==> config.mk <==
export PLATFORM = sky130hd
export DESIGN_NAME = adc_scan_sequencer
export DESIGN_NICKNAME = d
export VERILOG_FILES = /design/src/rtl/adc_scan_sequencer.sv
export SDC_FILE = /design/constraint.sdc
export NUM_CORES = 1
export LEC_CHECK = 0
export ABC_AREA = 1
export CELL_PAD_IN_SITES_DETAIL_PLACEMENT = 1
export CELL_PAD_IN_SITES_GLOBAL_PLACEMENT = 1
export CORE_MARGIN = 2
export CORE_UTILIZATION = 40
export DETAILED_ROUTE_END_ITERATION = 7
export PLACE_DENSITY = 0.77
export SETUP_SLACK_MARGIN = 0.1
export SLEW_MARGIN = 20
export SYNTH_ARGS = -nofsm -noshare
export SYNTH_HDL_FRONTEND = slang
export SYNTH_SLANG_ARGS = --single-unit
==> constraint.sdc <==
create_clock -name clk -period 21.2 [get_ports clk]
set_clock_uncertainty 0.15 [all_clocks]
set_input_delay 4.24 -clock clk [delete_from_list [all_inputs] [get_ports clk]]
set_output_delay 4.24 -clock clk [all_outputs]
set_load 0.05 [all_outputs]
==> src/rtl/adc_scan_sequencer.sv <==
// adc_scan_sequencer: periodic multi-channel ADC scan; converts each enabled channel, scales to mV, stores per channel.
// Latency: per channel SELECT 1 + WAIT >=1 + STORE 1 + NEXT 1 cycles; adc_req/adc_addr/frame_done are registered.
// Backpressure: none; the ADC answers with an adc_valid pulse, and a missing answer times out after TIMEOUT cycles.
//
// Optional build macro ADC_SCAN_AVG_EN: each channel takes 4 conversions and stores the scaled average.
//
// Ports:
//   clk, rst              - clock, synchronous active-high reset
//   enable, ch_mask       - scan allowed (sampled in IDLE), per-channel enable (latched at scan start)
//   adc_data, adc_valid   - conversion result and its one-cycle strobe
//   adc_addr, adc_req     - one-hot channel select (bit ADDR_SHIFT+ch) and one-cycle conversion request
//   ch_data, ch_fresh     - scaled results (channel k at [k*OUT_W +: OUT_W]) and per-frame update flags
//   frame_done, busy      - end-of-scan pulse, high outside IDLE
//   overrun, timeout_err  - sticky error flags, cleared only by rst
module adc_scan_sequencer #(
   parameter int N_CH       = 4,
   parameter int DATA_W     = 12,
   parameter int OUT_W      = 12,
   parameter int PERIOD     = 10_000_000,
   parameter int SCALE_NUM  = 805664,
   parameter int SCALE_DEN  = 1_000_000,
   parameter int ADDR_SHIFT = 4,
   parameter int TIMEOUT    = 255
) (
   input  logic                       clk,
   input  logic                       rst,
   input  logic                       enable,
   input  logic [N_CH-1:0]            ch_mask,
   input  logic [DATA_W-1:0]          adc_data,
   input  logic                       adc_valid,
   output logic [ADDR_SHIFT+N_CH-1:0] adc_addr,
   output logic                       adc_req,
   output logic [N_CH*OUT_W-1:0]      ch_data,
   output logic [N_CH-1:0]            ch_fresh,
   output logic                       frame_done,
   output logic                       busy,
   output logic                       overrun,
   output logic                       timeout_err
);

   localparam int AW     = ADDR_SHIFT + N_CH;
   localparam int CH_W   = (N_CH > 1) ? $clog2(N_CH) : 1;
   localparam int PC_W   = $clog2(PERIOD);
   localparam int WC_W   = $clog2(TIMEOUT + 1);
`ifdef ADC_SCAN_AVG_EN
   localparam int ACC_W  = DATA_W + 2;
`else
   localparam int ACC_W  = DATA_W;
`endif
   localparam int PROD_W = DATA_W + 32;
   localparam logic [AW-1:0]    ADDR_RST = AW'(1) << ADDR_SHIFT;
   localparam logic [OUT_W-1:0] OUT_MAX  = '1;

   typedef enum logic [2:0] {
      S_IDLE,
      S_SELECT,
      S_WAIT,
      S_STORE,
      S_NEXT
   } state_t;

   state_t            state_q, state_d;
   logic [PC_W-1:0]   per_cnt_q, per_cnt_d;
   logic [N_CH-1:0]   mask_q, mask_d;
   logic [CH_W-1:0]   ptr_q, ptr_d;
   logic [WC_W-1:0]   wait_cnt_q, wait_cnt_d;
   logic [ACC_W-1:0]  acc_q, acc_d;
   logic [AW-1:0]     adc_addr_q, adc_addr_d;
   logic              adc_req_q, adc_req_d;
   logic [OUT_W-1:0]  ch_data_q [N_CH];
   logic [OUT_W-1:0]  ch_data_d [N_CH];
   logic [N_CH-1:0]   ch_fresh_q, ch_fresh_d;
   logic              frame_done_q, frame_done_d;
   logic              overrun_q, overrun_d;
   logic              timeout_q, timeout_d;
`ifdef ADC_SCAN_AVG_EN
   logic [1:0]        smp_q, smp_d;
`endif

   logic              start_evt;
   logic              scan_go;
   logic              wait_expired;
   logic [CH_W-1:0]   cur_ch;
   logic              more_ch;
   logic [DATA_W-1:0] store_raw;
   logic [PROD_W-1:0] prod;
   logic [PROD_W-1:0] quot;
   logic [OUT_W-1:0]  scaled;

   // Channel selection helpers: cur_ch is the lowest enabled channel at or
   // above the pointer, more_ch says whether anything above the pointer remains.
   always_comb begin
      start_evt    = (per_cnt_q == PC_W'(PERIOD - 1));
      scan_go      = start_evt && enable && (ch_mask != '0);
      wait_expired = (wait_cnt_q == WC_W'(TIMEOUT - 1));
      cur_ch       = ptr_q;
      more_ch      = 1'b0;
      for (int i = N_CH - 1; i >= 0; i--) begin
         if (mask_q[i] && (i >= int'(ptr_q))) cur_ch = CH_W'(i);
      end
      for (int i = 0; i < N_CH; i++) begin
         if (mask_q[i] && (i > int'(ptr_q))) more_ch = 1'b1;
      end
   end

`ifdef ADC_SCAN_AVG_EN
   assign store_raw = acc_q[ACC_W-1:2];
`else
   assign store_raw = acc_q;
`endif

   // Full-precision product, truncating divide, then saturate to the output width.
   assign prod   = PROD_W'(store_raw) * PROD_W'(SCALE_NUM);
   assign quot   = prod / PROD_W'(SCALE_DEN);
   assign scaled = (quot > PROD_W'(OUT_MAX)) ? OUT_MAX : quot[OUT_W-1:0];

   // State register (and all other flops)
   always_ff @(posedge clk) begin
      if (rst) begin
         state_q      <= S_IDLE;
         per_cnt_q    <= '0;
         mask_q       <= '0;
         ptr_q        <= '0;
         wait_cnt_q   <= '0;
         acc_q        <= '0;
         adc_addr_q   <= ADDR_RST;
         adc_req_q    <= 1'b0;
         for (int k = 0; k < N_CH; k++) ch_data_q[k] <= '0;
         ch_fresh_q   <= '0;
         frame_done_q <= 1'b0;
         overrun_q    <= 1'b0;
         timeout_q    <= 1'b0;
`ifdef ADC_SCAN_AVG_EN
         smp_q        <= '0;
`endif
      end else begin
         state_q      <= state_d;
         per_cnt_q    <= per_cnt_d;
         mask_q       <= mask_d;
         ptr_q        <= ptr_d;
         wait_cnt_q   <= wait_cnt_d;
         acc_q        <= acc_d;
         adc_addr_q   <= adc_addr_d;
         adc_req_q    <= adc_req_d;
         ch_data_q    <= ch_data_d;
         ch_fresh_q   <= ch_fresh_d;
         frame_done_q <= frame_done_d;
         overrun_q    <= overrun_d;
         timeout_q    <= timeout_d;
`ifdef ADC_SCAN_AVG_EN
         smp_q        <= smp_d;
`endif
      end
   end

   // Next-state logic
   always_comb begin
      state_d = state_q;
      case (state_q)
         S_IDLE:   if (scan_go) state_d = S_SELECT;
         S_SELECT: state_d = S_WAIT;
         S_WAIT: begin
            // A valid arriving on the timeout cycle still wins.
            if (adc_valid) begin
`ifdef ADC_SCAN_AVG_EN
               state_d = (smp_q == 2'd3) ? S_STORE : S_SELECT;
`else
               state_d = S_STORE;
`endif
            end else if (wait_expired) begin
               state_d = S_NEXT;
            end
         end
         S_STORE:  state_d = S_NEXT;
         S_NEXT:   state_d = more_ch ? S_SELECT : S_IDLE;
         default:  state_d = S_IDLE;
      endcase
   end

   // Output and datapath logic
   always_comb begin
      per_cnt_d    = (per_cnt_q == PC_W'(PERIOD - 1)) ? '0 : per_cnt_q + PC_W'(1);
      mask_d       = mask_q;
      ptr_d        = ptr_q;
      wait_cnt_d   = wait_cnt_q;
      acc_d        = acc_q;
      adc_addr_d   = adc_addr_q;
      adc_req_d    = 1'b0;
      ch_data_d    = ch_data_q;
      ch_fresh_d   = ch_fresh_q;
      frame_done_d = 1'b0;
      // A scan that runs into the next start event is flagged, not restarted.
      overrun_d    = overrun_q | (start_evt && (state_q != S_IDLE));
      timeout_d    = timeout_q;
`ifdef ADC_SCAN_AVG_EN
      smp_d        = smp_q;
`endif
      case (state_q)
         S_IDLE: begin
            if (scan_go) begin
               mask_d     = ch_mask;
               ptr_d      = '0;
               ch_fresh_d = '0;
               acc_d      = '0;
`ifdef ADC_SCAN_AVG_EN
               smp_d      = '0;
`endif
            end
         end
         S_SELECT: begin
            ptr_d      = cur_ch;
            adc_addr_d = ADDR_RST << cur_ch;
            adc_req_d  = 1'b1;
            wait_cnt_d = '0;
         end
         S_WAIT: begin
            wait_cnt_d = wait_cnt_q + WC_W'(1);
            if (adc_valid) begin
`ifdef ADC_SCAN_AVG_EN
               acc_d = acc_q + ACC_W'(adc_data);
               smp_d = smp_q + 2'd1;
`else
               acc_d = adc_data;
`endif
            end else if (wait_expired) begin
               // Channel abandoned: nothing stored, partial sums discarded.
               timeout_d = 1'b1;
               acc_d     = '0;
`ifdef ADC_SCAN_AVG_EN
               smp_d     = '0;
`endif
            end
         end
         S_STORE: begin
            ch_data_d[ptr_q]  = scaled;
            ch_fresh_d[ptr_q] = 1'b1;
            acc_d             = '0;
`ifdef ADC_SCAN_AVG_EN
            smp_d             = '0;
`endif
         end
         S_NEXT: begin
            ptr_d        = more_ch ? ptr_q + CH_W'(1) : '0;
            frame_done_d = !more_ch;
         end
         default: ;
      endcase
   end

   assign adc_addr    = adc_addr_q;
   assign adc_req     = adc_req_q;
   assign ch_fresh    = ch_fresh_q;
   assign frame_done  = frame_done_q;
   assign busy        = (state_q != S_IDLE);
   assign overrun     = overrun_q;
   assign timeout_err = timeout_q;

   for (genvar k = 0; k < N_CH; k++) begin : g_ch_data
      assign ch_data[k*OUT_W +: OUT_W] = ch_data_q[k];
   end

endmodule

==> impl_metrics.py, run 1 <==
metrics = {
    "layout": {
        "syn_to_final_growth_pct": 9.66,
        "fin_nets": 3975,
        "layout_commonest_cell": "nand2_1",
        "mostFrequentLayoutCells": "1,087 x nand2_1, 497 x inv_1, 326 x nand3_1, 319 x nor2_1, 227 x nand2_2",
        "layoutNonFillerInstCount": 4533,
        "drive_above_1_share": 0.167,
        "nFillCells": 7715,
        "diodes": 0,
        "finish.instance_area_um2": 24200,
    },
    "die": {
        "die_w_um": 239,
        "rows": 86,
        "pin_count": 85,
        "die_y_um": 239,
        "coreArea_um2": 54900,
        "start_util": 0.403,
        "dieArea_um2": 57200,
    },
    "clock_tree": {
        "cts_tree": "done",
        "clk_latency_ps": 420,
        "clk_pin_slew_ps": 60,
        "cts-root-buf": "clkbuf_16",
        "clk_path_buf_depth": 2,
        "htreeDepth": 4,
        "cts_buffers": 17,
        "clock_sinks": 113,
    },
    "worst_hold_path": {
        "min_path_type": "reg -> reg",
    },
    "detailed_routing": {
        "drtIter0Drc": 1215,
        "wl_per_cell_um": 17.0,
        "drtAntennaViolNets": 0,
        "drc": 0,
        "wirelength_um": 77100,
        "dr.pass1.iters": 5,
        "avgViaCountPerCell": 5.25,
        "vias": 23800,
    },
    "logic_synthesis": {
        "synth_cell_types": 73,
        "synth_edf_count": 0,
        "postSynthAreaPerCell_um2": 5.92,
        "synthFlopType": "dfxtp_1",
        "syn_inst": 3737,
        "ys_seq_area_frac": 0.102,
        "syn_area_um2": 22100,
        "async_reset_ff_frac": 0,
        "yosys_warnings": 0,
        "ys_seq_elements": 113,
    },
    "critical_path": {
        "crit_path_top_delay_cell": "fa_1",
        "criticalPathCategory": "reg -> reg",
        "worstSetupStartpointType": "register",
        "cpPeakStageDelay_ps": 530,
        "worstPathRequired_ps": 21380,
        "critPathMostFrequentCell": "nand2_1",
        "crit_arrival_ps": 19550,
        "worstPathMaxFanout": 28,
        "cp-end-kind": "register",
    },
    "sta": {
        "rsz0062_at_grt": "no",
        "min_period_over_period": 0.914,
        "fin_ws_ps": 1820,
        "tightest_slew_ps": 920,
        "max_slew_margin": 0.384,
        "slew_violations": 0,
        "timing.fmax_ghz": 0.0516,
        "setup_violations": 0,
        "period_needed_ps": 19380,
        "hold_violations": 0,
    },
    "placement": {
        "dp_hpwl_um": 63200,
        "dp_slack_ps": -279,
        "place_congestion": 0.911,
        "dpl_cell_area_um2": 23100,
        "dp_cells": 4460,
        "port_buffers": 80,
    },
    "global_route": {
        "antenna_found_initial": 0,
        "grt_max_degree": 53,
        "grt-ovfl-total": 0,
        "grt_util_all_layers": 0.264,
        "grt_pass1_vias": 23800,
        "grt_pass1_wl_um": 123000,
    },
    "run": {
        "max_cap_viol_count": 0,
    },
    "status": {
        "status": "finished clean",
    },
}
==> Yosys cell counts, types with 8 or more instances <==
master / number / area share
nand2_1: 1088 / 0.18
inv_1: 497 / 0.084
nand3_1: 326 / 0.074
nor2_1: 321 / 0.054
nand2_2: 230 / 0.065
a21oi_1: 124 / 0.028
dfxtp_1: 113 / 0.10
nand4_1: 110 / 0.031
ha_1: 104 / 0.059
xor2_1: 101 / 0.040
o21ai_0: 89 / 0.020
nand2_4: 74 / 0.038
nor2_2: 59 / 0.017
nor3_1: 58 / 0.013
inv_2: 52 / 0.0088
nand3_2: 42 / 0.019
fa_1: 35 / 0.032
nor2_4: 25 / 0.013
o21bai_1: 23 / 0.0078
buf_6: 19 / 0.0097
nand3b_1: 16 / 0.0054
xnor2_1: 16 / 0.0063
clkinv_1: 15 / 0.0025
clkbuf_1: 13 / 0.0022
buf_4: 12 / 0.0041
a211oi_1: 11 / 0.0037
o21ai_1: 11 / 0.0025
buf_8: 9 / 0.0061
nand3_4: 9 / 0.0071
o21ai_2: 9 / 0.0036
buf_2: 8 / 0.0018
==> path summary, 6_finish.rpt <==
kind                                start                  endpoint  slack (ps)  cells after the start
setup reg to reg   acc_q[10]$_SDFFE_PP0P_  ch_data[12]$_SDFFE_PP0P_        1820                    120
hold / removal    per_cnt_q[0]$_SDFF_PP0_   per_cnt_q[0]$_SDFF_PP0_         300                      1
hold reg to reg   per_cnt_q[0]$_SDFF_PP0_   per_cnt_q[0]$_SDFF_PP0_         300                      1
setup / recovery   acc_q[10]$_SDFFE_PP0P_  ch_data[12]$_SDFFE_PP0P_        1820                    120
==> sequential cells by signal, indices dropped and copies added, names as in the netlist, 2 cells and up <==
register,cells
state_q,3
adc_addr,4
ptr_q,2
per_cnt_q,24
ch_data,48
acc_q,12
wait_cnt_q,8
ch_fresh,4
mask_q,4
==> metrics by stage <==
step / setup TNS (ps) / util / hold slack (ps)
finish: 0 / 0.442 / 298
global route: 0 / 0.442 / 312
CTS: 0 / 0.433 / 303
detailed placement: -1130 / 0.422 / 290
global placement: 0 / 0.422 / 284
floorplan: 0 / - / 268
==> worst max-delay path: cells and delay by family (launching register included) <==
kind | cells | cell delay [ps]
xor gates and xnor gates | 1 | 200
AOI/OAI and AO/OA | 2 | 310
DFF | 1 | 440
buffers and inverters | 14 | 1920
and+or+nand+nor | 97 | 13440
adders and majority gates | 6 | 2710
==> logic make-up (layout without fill, tap and decap cells) <==
| kind of cell | count (synthesis) | after routing | synth area share |
|---|---|---|---|
| compound gates | 314 | 314 | 0.0854 |
| other cells | 1 | 4 | 0.000170 |
| flops | 113 | 113 | 0.102 |
| simple gates | 2395 | 2405 | 0.538 |
| fa+ha+maj | 139 | 139 | 0.0905 |
| buf+inv | 657 | 736 | 0.137 |
| xor+xnor | 118 | 118 | 0.0471 |
==> area by class of cell <==
cell class | count | area (um^2) | area share
clock buffers | 20 | 467 | 0.0192
clock inverters | 12 | 134 | 0.00552
inverters | 576 | 2230 | 0.0920
multi-input cells | 2980 | 17100 | 0.704
flip-flops and latches | 113 | 2260 | 0.0933
well taps | 704 | 881 | 0.0363
repair buffers | 128 | 1200 | 0.0494
==> what timing repair did <==
action	CTS	global route
pin swaps	0	14
gates cloned	0	10
gates resized for setup	2	20
buffers inserted	0	31
hold buffers	0	0
endpoints found under the setup margin	8	12
==> per-layer routing <==
layer | track usage | vias to the layer above | part of all wire | wire, um
li1 | - | 12000 | - | -
met1 | 0.356 | 11300 | 0.48 | 36900
met2 | 0.455 | 372 | 0.47 | 36400
met3 | 0.0216 | 82 | 0.032 | 2460
met4 | 0.0572 | 0 | 0.018 | 1370
met5 | 0 | - | 0 | 0
Power of run 1 is not shown: default switching activity piles up to over one toggle a cycle in this logic, so the estimate is an artifact.
==> inputs of run 2 (changes only) <==
PLACE_DENSITY = 0.79   (was 0.77)
==> run 2 against run 1 <==
  * Sequential cell count unchanged
  * Final cell count grew 0.18%
  * Via count up 1.1%
  * Worst setup slack got worse by 130 ps
  * Hold slack is essentially flat
  * Register-to-register slack worse by 130 ps
  * Critical endpoint is now ch_data[0]$_SDFFE_PP0P_
  * First-iteration DRC count up 8.6%
  * Count of clock-buffer cells in the layout is 2 higher
  * Die area unchanged
  * Core utilization increased by 0.059 points
==> impl_metrics.py, run 2 (synthesis results as in run 1) <==
metrics = {
    "detailed_routing": {
        "dr.pass1.iters": 5,
        "avgViaCountPerCell": 5.30,
        "drc": 0,
        "vias": 24100,
        "wirelength_um": 78100,
        "drtAntennaViolNets": 0,
        "drtIter0Drc": 1320,
        "wl_per_cell_um": 17.2,
    },
    "sta": {
        "setup_violations": 0,
        "slew_violations": 0,
        "rsz0062_at_grt": "no",
        "max_slew_margin": 0.309,
        "hold_violations": 0,
        "min_period_over_period": 0.920,
        "timing.fmax_ghz": 0.0513,
        "tightest_slew_ps": 1030,
        "period_needed_ps": 19510,
        "setup_tns_ps": 0,
    },
    "critical_path": {
        "crit_path_top_delay_cell": "fa_1",
        "worstPathMaxFanout": 28,
        "criticalPathCategory": "reg -> reg",
        "crit_arrival_ps": 19660,
        "cp-end-kind": "register",
        "cpPeakStageDelay_ps": 560,
        "worstPathRequired_ps": 21360,
        "critPathMostFrequentCell": "nand2_1",
        "r2r_cells": 122,
        "worstSetupStartpointType": "register",
    },
    "clock_tree": {
        "cts_tree": "done",
        "clk_latency_ps": 420,
        "htreeDepth": 4,
        "clock_sinks": 113,
        "cts_buffers": 17,
        "cts-root-buf": "clkbuf_16",
        "clk_pin_slew_ps": 50,
        "clk_path_buf_depth": 2,
    },
    "global_route": {
        "grt_util_all_layers": 0.264,
        "grt_use_met1": 0.349,
        "grt-ovfl-total": 0,
        "grt_pass1_vias": 24100,
        "grt_busiest_layer": "met2",
        "grt_max_degree": 53,
        "antenna_found_initial": 1,
        "grt_pass1_wl_um": 124000,
        "use_met2": 0.453,
        "gr-usage-met3": 0.0318,
    },
    "die": {
        "die_y_um": 239,
        "coreArea_um2": 54900,
        "rows": 86,
        "start_util": 0.403,
        "pin_count": 85,
        "dieArea_um2": 57200,
        "die_w_um": 239,
    },
    "layout": {
        "drive_above_1_share": 0.168,
        "layout_commonest_cell": "nand2_1",
        "fin_nets": 3983,
        "syn_to_final_growth_pct": 9.81,
        "diodes": 0,
        "mostFrequentLayoutCells": "1,086 x nand2_1, 497 x inv_1, 326 x nand3_1, 319 x nor2_1, 230 x nand2_2",
        "largest_reg_flops": 48,
    },
    "placement": {
        "dp_hpwl_um": 62800,
        "place_congestion": 0.924,
        "port_buffers": 80,
    },
    "worst_hold_path": {
        "min_path_type": "reg -> reg",
        "holdPathStages": 1,
    },
    "status": {
        "status": "finished clean",
    },
    "run": {
        "max_cap_viol_count": 0,
    },
}
run 2: cell count changes in the layout (fill, tap and decap cells not counted), sizes merged:
| cell | delta |
|---|---|
| buf | +6 |
| clkbuf | +2 |
| clkinv | -1 |
| clkinvlp | -1 |
| nand2 | +1 |
| nor2 | +1 |
run 2: worst paths after layout:
check                     startpoint                 endpoint  slack [ps]
max           acc_q[10]$_SDFFE_PP0P_  ch_data[0]$_SDFFE_PP0P_        1690
max reg2reg   acc_q[10]$_SDFFE_PP0P_  ch_data[0]$_SDFFE_PP0P_        1690
min reg2reg  per_cnt_q[0]$_SDFF_PP0_  per_cnt_q[0]$_SDFF_PP0_         300
min          per_cnt_q[0]$_SDFF_PP0_  per_cnt_q[0]$_SDFF_PP0_         300
run 2: critical path, delay by kind of cell, from the launching register on:
kind                       cells  cell delay, ps
AOI/OAI and AO/OA              4             990
xor gates and xnor gates       1             170
adders and majority gates      6            2510
buffers and inverters         17            2030
DFF                            1             440
and+or+nand+nor               94           13040
run 2: what timing repair did:
action / CTS / global route
setup endpoints to repair: 4 / 12
gates cloned: 1 / 11
resized for setup: 0 / 21
setup buffers: 0 / 37
endpoints found under the hold margin: 0 / 0
pin swaps: 2 / 15
hold buffers: 0 / 0
run 2: cell type report:
| class | count | area (um^2) |
|---|---|---|
| sequential | 113 | 2260 |
| timing repair buffer | 134 | 1240 |
| clock inverter | 10 | 110 |
| clock buffer | 22 | 464 |
| multi-input combinational | 2982 | 17100 |
| inverter | 576 | 2230 |
| fill | 7700 | 30600 |
| tap | 704 | 881 |
run 2: per-stage QoR:
step           instance area, um^2  worst slack, ps  std cells  utilization  hold WS (ps)
2_1_floorplan                22100             5920       3740            -           268
3_3_place_gp                 23200              644       4460        0.422           282
3_5_place_dp                 23200              114       4460        0.422           296
4_1_cts                      23700              135       4493        0.433           307
5_1_grt                      24300             53.1       4541        0.442           320
6_report                     24300             1690       4541        0.442           298
run 2: layer usage:
layer,vias to the layer above,routed length [um]
met5,-,10
met2,462,36800
met3,116,3160
li1,12000,-
met4,2,1950
met1,11500,36200
Power of run 2 is left out for the same reason.
